[config.mk]
export PLATFORM = sky130hd
export DESIGN_NAME = dot_product_ctrl_flat
export DESIGN_NICKNAME = d
export VERILOG_FILES = /design/src/rtl/dot_product_ctrl_if.sv /design/src/rtl/dot_product_ctrl.sv /design/src/flat_wrapper.sv
export SDC_FILE = /design/constraint.sdc
export NUM_CORES = 1
export LEC_CHECK = 0
export CAP_MARGIN = 15
export CORE_UTILIZATION = 50
export DETAILED_ROUTE_END_ITERATION = 16
export PLACE_DENSITY = 0.74
export SYNTH_ARGS = -nofsm -noshare
export SYNTH_HDL_FRONTEND = slang
export SYNTH_SLANG_ARGS = --single-unit
export TNS_END_PERCENT = 1
[constraint.sdc]
create_clock -name clk -period 8.3 [get_ports clk]
set_input_delay 0.83 -clock clk [delete_from_list [all_inputs] [get_ports clk]]
set_output_delay 0.83 -clock clk [all_outputs]
set_load 0.03 [all_outputs]
[src/rtl/dot_product_ctrl_if.sv]
// dot_product_ctrl_if: host command, host write, RAM port and status signals of the dot-product sequencer
interface dot_product_ctrl_if #(
    parameter int ADDR_WIDTH = 4,
    parameter int DATA_WIDTH = 8,
    parameter int ACC_WIDTH  = 20
);
    logic                  start;
    logic [ADDR_WIDTH:0]   len;
    logic [ADDR_WIDTH-1:0] base_a;
    logic [ADDR_WIDTH-1:0] base_b;
    logic                  host_wr_en;
    logic                  host_wr_sel;
    logic [ADDR_WIDTH-1:0] host_wr_addr;
    logic [DATA_WIDTH-1:0] host_wr_data;
    logic                  host_wr_ready;
    logic                  a_wr_en;
    logic                  b_wr_en;
    logic [ADDR_WIDTH-1:0] a_wr_addr;
    logic [ADDR_WIDTH-1:0] b_wr_addr;
    logic [DATA_WIDTH-1:0] a_wr_data;
    logic [DATA_WIDTH-1:0] b_wr_data;
    logic                  a_rd_en;
    logic                  b_rd_en;
    logic [ADDR_WIDTH-1:0] a_rd_addr;
    logic [ADDR_WIDTH-1:0] b_rd_addr;
    logic [DATA_WIDTH-1:0] a_rd_data;
    logic [DATA_WIDTH-1:0] b_rd_data;
    logic                  busy;
    logic                  done;
    logic [ACC_WIDTH-1:0]  result;
    modport master (
        output start, len, base_a, base_b, host_wr_en, host_wr_sel, host_wr_addr, host_wr_data,
        output a_rd_data, b_rd_data,
        input  host_wr_ready, a_wr_en, b_wr_en, a_wr_addr, b_wr_addr, a_wr_data, b_wr_data,
        input  a_rd_en, b_rd_en, a_rd_addr, b_rd_addr, busy, done, result
    );
    modport slave (
        input  start, len, base_a, base_b, host_wr_en, host_wr_sel, host_wr_addr, host_wr_data,
        input  a_rd_data, b_rd_data,
        output host_wr_ready, a_wr_en, b_wr_en, a_wr_addr, b_wr_addr, a_wr_data, b_wr_data,
        output a_rd_en, b_rd_en, a_rd_addr, b_rd_addr, busy, done, result
    );
endinterface

[src/rtl/dot_product_ctrl.sv]
// dot_product_ctrl: streams lockstep reads from A/B RAMs, multiply-accumulates, and gates host writes while busy
module dot_product_ctrl #(
    parameter int ADDR_WIDTH = 4,
    parameter int DATA_WIDTH = 8,
    parameter int ACC_WIDTH  = 20
) (
    input logic              clk,
    input logic              rst,
    dot_product_ctrl_if.slave bus
);
    typedef enum logic [1:0] {IDLE, READ, DRAIN} state_t;
    localparam logic [ADDR_WIDTH:0] LEN_ONE = (ADDR_WIDTH+1)'(1);
    localparam logic [ADDR_WIDTH:0] LEN_MAX = LEN_ONE << ADDR_WIDTH;
    localparam logic [ADDR_WIDTH-1:0] ADDR_ONE = ADDR_WIDTH'(1);
    state_t                  r_state;
    logic [ADDR_WIDTH:0]     r_len;
    logic [ADDR_WIDTH:0]     r_idx;
    logic [ADDR_WIDTH-1:0]   r_addr_a;
    logic [ADDR_WIDTH-1:0]   r_addr_b;
    logic                    r_rd_en;
    logic                    r_valid;
    logic                    r_busy;
    logic                    r_done;
    logic [ACC_WIDTH-1:0]    r_acc;
    logic [ACC_WIDTH-1:0]    r_result;
    logic [ADDR_WIDTH:0]     w_len;
    logic [2*DATA_WIDTH-1:0] w_prod;
    logic [ACC_WIDTH-1:0]    w_sum;
    always_comb begin
        w_len  = bus.len > LEN_MAX ? LEN_MAX : bus.len;
        w_prod = (2*DATA_WIDTH)'(bus.a_rd_data) * (2*DATA_WIDTH)'(bus.b_rd_data);
        w_sum  = r_acc + (r_valid ? ACC_WIDTH'(w_prod) : '0);
    end
    // r_valid marks the cycle in which RAM data for a previously issued read is on a/b_rd_data
    always_ff @(posedge clk) begin
        if (rst) begin
            r_state  <= IDLE;
            r_len    <= '0;
            r_idx    <= '0;
            r_addr_a <= '0;
            r_addr_b <= '0;
            r_rd_en  <= 1'b0;
            r_valid  <= 1'b0;
            r_busy   <= 1'b0;
            r_done   <= 1'b0;
            r_acc    <= '0;
            r_result <= '0;
        end else begin
            r_done  <= 1'b0;
            r_valid <= r_rd_en;
            r_acc   <= w_sum;
            case (r_state)
                IDLE: if (bus.start) begin
                    r_acc <= '0;
                    r_idx <= '0;
                    if (w_len == '0) begin
                        r_done   <= 1'b1;
                        r_result <= '0;
                    end else begin
                        r_state  <= READ;
                        r_len    <= w_len;
                        r_addr_a <= bus.base_a;
                        r_addr_b <= bus.base_b;
                        r_rd_en  <= 1'b1;
                        r_busy   <= 1'b1;
                    end
                end
                READ: if (r_idx == r_len - LEN_ONE) begin
                    r_state <= DRAIN;
                    r_rd_en <= 1'b0;
                end else begin
                    r_idx    <= r_idx + LEN_ONE;
                    r_addr_a <= r_addr_a + ADDR_ONE;
                    r_addr_b <= r_addr_b + ADDR_ONE;
                end
                DRAIN: begin
                    r_state  <= IDLE;
                    r_busy   <= 1'b0;
                    r_done   <= 1'b1;
                    r_result <= w_sum;
                end
                default: r_state <= IDLE;
            endcase
        end
    end
    assign bus.a_rd_en       = r_rd_en;
    assign bus.b_rd_en       = r_rd_en;
    assign bus.a_rd_addr     = r_addr_a;
    assign bus.b_rd_addr     = r_addr_b;
    assign bus.busy          = r_busy;
    assign bus.done          = r_done;
    assign bus.result        = r_result;
    assign bus.host_wr_ready = ~r_busy;
    assign bus.a_wr_en       = bus.host_wr_en & ~bus.host_wr_sel & ~r_busy;
    assign bus.b_wr_en       = bus.host_wr_en & bus.host_wr_sel & ~r_busy;
    assign bus.a_wr_addr     = bus.host_wr_addr;
    assign bus.b_wr_addr     = bus.host_wr_addr;
    assign bus.a_wr_data     = bus.host_wr_data;
    assign bus.b_wr_data     = bus.host_wr_data;
endmodule

[src/flat_wrapper.sv]
// flat-port wrapper written by rule: the top's interface ports become plain ports
module dot_product_ctrl_flat 
#(
    parameter int ADDR_WIDTH = 4,
    parameter int DATA_WIDTH = 8,
    parameter int ACC_WIDTH  = 20
)
  (clk, rst, bus_start, bus_len, bus_base_a, bus_base_b, bus_host_wr_en, bus_host_wr_sel, bus_host_wr_addr, bus_host_wr_data, bus_a_rd_data, bus_b_rd_data, bus_host_wr_ready, bus_a_wr_en, bus_b_wr_en, bus_a_wr_addr, bus_b_wr_addr, bus_a_wr_data, bus_b_wr_data, bus_a_rd_en, bus_b_rd_en, bus_a_rd_addr, bus_b_rd_addr, bus_busy, bus_done, bus_result);
  dot_product_ctrl_if #(.ADDR_WIDTH(ADDR_WIDTH), .DATA_WIDTH(DATA_WIDTH), .ACC_WIDTH(ACC_WIDTH)) bus_i ();
  input logic clk;
  input logic rst;
  input wire logic [$bits(bus_i.start)-1:0] bus_start;
  input wire logic [$bits(bus_i.len)-1:0] bus_len;
  input wire logic [$bits(bus_i.base_a)-1:0] bus_base_a;
  input wire logic [$bits(bus_i.base_b)-1:0] bus_base_b;
  input wire logic [$bits(bus_i.host_wr_en)-1:0] bus_host_wr_en;
  input wire logic [$bits(bus_i.host_wr_sel)-1:0] bus_host_wr_sel;
  input wire logic [$bits(bus_i.host_wr_addr)-1:0] bus_host_wr_addr;
  input wire logic [$bits(bus_i.host_wr_data)-1:0] bus_host_wr_data;
  input wire logic [$bits(bus_i.a_rd_data)-1:0] bus_a_rd_data;
  input wire logic [$bits(bus_i.b_rd_data)-1:0] bus_b_rd_data;
  output wire logic [$bits(bus_i.host_wr_ready)-1:0] bus_host_wr_ready;
  output wire logic [$bits(bus_i.a_wr_en)-1:0] bus_a_wr_en;
  output wire logic [$bits(bus_i.b_wr_en)-1:0] bus_b_wr_en;
  output wire logic [$bits(bus_i.a_wr_addr)-1:0] bus_a_wr_addr;
  output wire logic [$bits(bus_i.b_wr_addr)-1:0] bus_b_wr_addr;
  output wire logic [$bits(bus_i.a_wr_data)-1:0] bus_a_wr_data;
  output wire logic [$bits(bus_i.b_wr_data)-1:0] bus_b_wr_data;
  output wire logic [$bits(bus_i.a_rd_en)-1:0] bus_a_rd_en;
  output wire logic [$bits(bus_i.b_rd_en)-1:0] bus_b_rd_en;
  output wire logic [$bits(bus_i.a_rd_addr)-1:0] bus_a_rd_addr;
  output wire logic [$bits(bus_i.b_rd_addr)-1:0] bus_b_rd_addr;
  output wire logic [$bits(bus_i.busy)-1:0] bus_busy;
  output wire logic [$bits(bus_i.done)-1:0] bus_done;
  output wire logic [$bits(bus_i.result)-1:0] bus_result;
  assign bus_i.start = bus_start;
  assign bus_i.len = bus_len;
  assign bus_i.base_a = bus_base_a;
  assign bus_i.base_b = bus_base_b;
  assign bus_i.host_wr_en = bus_host_wr_en;
  assign bus_i.host_wr_sel = bus_host_wr_sel;
  assign bus_i.host_wr_addr = bus_host_wr_addr;
  assign bus_i.host_wr_data = bus_host_wr_data;
  assign bus_i.a_rd_data = bus_a_rd_data;
  assign bus_i.b_rd_data = bus_b_rd_data;
  assign bus_host_wr_ready = bus_i.host_wr_ready;
  assign bus_a_wr_en = bus_i.a_wr_en;
  assign bus_b_wr_en = bus_i.b_wr_en;
  assign bus_a_wr_addr = bus_i.a_wr_addr;
  assign bus_b_wr_addr = bus_i.b_wr_addr;
  assign bus_a_wr_data = bus_i.a_wr_data;
  assign bus_b_wr_data = bus_i.b_wr_data;
  assign bus_a_rd_en = bus_i.a_rd_en;
  assign bus_b_rd_en = bus_i.b_rd_en;
  assign bus_a_rd_addr = bus_i.a_rd_addr;
  assign bus_b_rd_addr = bus_i.b_rd_addr;
  assign bus_busy = bus_i.busy;
  assign bus_done = bus_i.done;
  assign bus_result = bus_i.result;
  dot_product_ctrl #(.ADDR_WIDTH(ADDR_WIDTH), .DATA_WIDTH(DATA_WIDTH), .ACC_WIDTH(ACC_WIDTH)) u_core (.clk(clk), .rst(rst), .bus(bus_i));
endmodule
==> flow_metrics.py <==
metrics = {
    "run_status": {
        "outcome": "finished clean",
    },
    "sta": {
        "setup_viol": 0,
        "grt_setup_unrepaired": "no",
        "max_freq_mhz": 149,
        "slew_headroom": 0.389,
        "min_period_over_period": 0.808,
        "worstMarginPinSlew_ns": 0.915,
        "setup-tns-final_ns": 0,
        "fin_crit_ns": 6.71,
        "hold_viol": 0,
        "finalMaxSlewViolations": 0,
        "skew_ns": 0.00827,
    },
    "logic_synthesis": {
        "synthFlopType": "dfxtp_1",
        "syn-num-nets": 810,
        "synth.avg_cell_area_sq_um": 8.69,
        "synth_top_area_cell": "dfxtp_1",
        "ys_warn_count": 0,
        "yosysTopAreaCellShare": 0.220,
        "synth_area_leaders": "dfxtp_1, fa_1, ha_1",
        "ys_async_sr_fraction": 0,
        "synthCells": 671,
        "synth_most_common_cell": "and2_1",
        "synth_common_cells": "and2_1, dfxtp_1, inv_1",
        "synth-seq-cells": 64,
        "ys_seq_area_frac": 0.220,
        "netlist_area_sq_um": 5830,
        "synth_cell_type_count": 65,
        "synth_edf_count": 0,
    },
    "setup_path": {
        "critical_path_arrival_ns": 6.96,
        "end_kind": "flip-flop",
        "crit_required_ns": 8.55,
        "path_max_fanout": 8,
        "cp-start-kind": "primary input",
        "worstSetupPathType": "primary input to flip-flop",
    },
    "floorplanning": {
        "die_h_microns": 110,
        "core_area_sq_um": 11400,
        "ios": 105,
        "fp.dieArea_sq_um": 12100,
        "rows": 39,
        "die_x_microns": 110,
        "initial_core_util": 0.513,
    },
    "grt": {
        "track_usage": 0.224,
        "antenna_found_initial": 0,
        "grt_pass1_wl_microns": 21400,
        "grt_max_degree": 36,
        "grt_overflow": 0,
        "first_global_vias": 4757,
    },
    "clock_tree": {
        "clock-sinks": 64,
        "h-tree-depth": 3,
        "cts_tree": "yes",
        "cts_resized": 0,
        "ctsHoldBuffers": 0,
        "cts.clk_slew.worst_paths_ns": 0.06,
        "cts_root_buf": "clkbuf_16",
        "clock_latency_ns": 0.34,
        "cts_max_path_buffers": 2,
        "postCtsSetupBuffers": 0,
        "numCtsBuffers": 9,
    },
    "routing": {
        "first_iter_violations": 234,
        "vias": 4858,
        "ant_nets": 0,
        "routed_wl_microns": 12900,
        "post_drt_wl_per_cell_microns": 15.0,
        "dr.pass1.iters": 5,
        "viasPerCell": 5.66,
        "drc": 0,
    },
    "layout": {
        "syn2layout_area_growth_pct": 16.0,
        "drive_gt1_frac": 0.0489,
        "regArea_sq_um": 1280,
        "n_fill_cell": 988,
        "multi_input_area_sq_um": 4060,
        "n_antenna_cell": 0,
        "final_util": 0.595,
        "fin_nets": 850,
        "stdcell_count": 859,
    },
    "place": {
        "hpwl_microns": 9940,
        "placed_cells": 843,
        "placement.io_buffers": 68,
        "place_congestion": 0.892,
    },
    "power_and_ir_drop": {
        "p_per_area_nw_per_um2": 187,
        "p_leak_nw": 3.07,
        "peakVddDrop_mv": 0.137,
    },
    "flow_run": {
        "max_cap_violations": 0,
    },
    "worst_hold_path": {
        "holdCritPathClass": "flip-flop to flip-flop",
    },
}
==> worst paths after layout <==
kind,from,to,slack [ns],cells past startpoint
setup / recovery,bus_a_rd_data[1],u_core.bus.result[19],1.59,21
hold / removal,u_core.bus.result[13],u_core.bus.result[13],0.46,2
setup reg to reg,u_core.r_valid,u_core.bus.result[16],5.40,9
hold reg to reg,u_core.bus.result[13],u_core.bus.result[13],0.46,2
==> power by group <==
| part | leakage [nW] | total, W | switching, W | internal [W] |
|---|---|---|---|---|
| Clock | 0.157 | 0.000418 | 0.000152 | 0.000266 |
| Sequential | 0.520 | 0.000333 | 0.0000119 | 0.000321 |
| Combinational | 2.39 | 0.000515 | 0.000291 | 0.000224 |
==> critical path: stages <==
cell and delay, ns:
clkdlybuf4s50_1 0.55, and2_1 0.25, fa_1 0.52, fa_1 0.52, fa_1 0.54, inv_1 0.06
fa_1 0.53, inv_1 0.04, ha_1 0.33, nor3_1 0.30, nor3_1 0.11, a211oi_1 0.36
a21oi_1 0.14, xnor2_1 0.14, and2_1 0.16, ha_1 0.33, and3_1 0.23, a221oi_1 0.59
a21o_1 0.19, a21oi_1 0.06, o211ai_1 0.17
==> flip-flops by register name, indices dropped and copies added, names as in the netlist <==
name                  count
u_core.bus.a_rd_addr      4
u_core.r_len              5
u_core.bus.b_rd_addr      4
u_core.bus.busy           1
u_core.bus.done           1
u_core.r_idx              5
u_core.r_valid            1
u_core.r_acc             20
u_core.bus.result        20
u_core.r_state            2
u_core.bus.a_rd_en        1
==> placed cells by master (no fill, tap or decap), drive strengths merged, types with 3 or more instances in the layout <==
master	instances
a21o	9
nor2	42
o211ai	6
a211oi	10
dfxtp	64
o31ai	5
inv	61
nand4	5
clkbuf	9
xnor2	17
nand3	12
nor3	13
and3	15
fa	37
nor3b	4
a31oi	12
o21bai	4
nand2	43
nand2b	5
nor2b	6
a22oi	10
a21oi	28
o21ai	26
clkdlybuf4s50	68
mux2i	3
o21a	5
xor2	13
a22o	7
and2	83
ha	56
a311oi	6
==> final cells by class <==
cell class / instances / area share
repair buffers: 70 / 0.103
flip-flops and latches: 64 / 0.189
inverters: 59 / 0.0327
well taps: 143 / 0.0264
clock buffers: 9 / 0.0333
clock inverters: 7 / 0.0152
multi-input cells: 507 / 0.600
==> metrics by stage <==
stage	cell area (sq um)	hold WS (ns)	setup slack [ns]	total power, W
after CTS	6770	0.458	1.66	0.00127
after detailed placement	6440	0.450	1.33	0.000852
after global placement	6440	0.445	1.52	0.000842
after floorplan	5830	0.480	2.38	0.000752
final	6770	0.458	1.59	0.00127
after global routing	6770	0.493	1.20	0.00136
==> layer usage <==
| layer | GRT usage | wire [microns] | vias to the layer above |
|---|---|---|---|
| met5 | 0 | 0 | - |
| met4 | 0.0667 | 161 | 0 |
| met3 | 0.0429 | 508 | 17 |
| met2 | 0.373 | 6250 | 106 |
| met1 | 0.293 | 5930 | 2361 |
| li1 | - | - | 2374 |
==> cells by family after synthesis <==
logic type | synth area share
buffers and inverters | 0.0839
adder cells (fa/ha/maj) | 0.247
AND/OR/NAND/NOR | 0.222
AO/OA/AOI/OAI | 0.177
multiplexers | 0.00515
flip-flops | 0.220
XOR/XNOR | 0.0451
No activity file was read; power rests on OpenSTA's default activity.
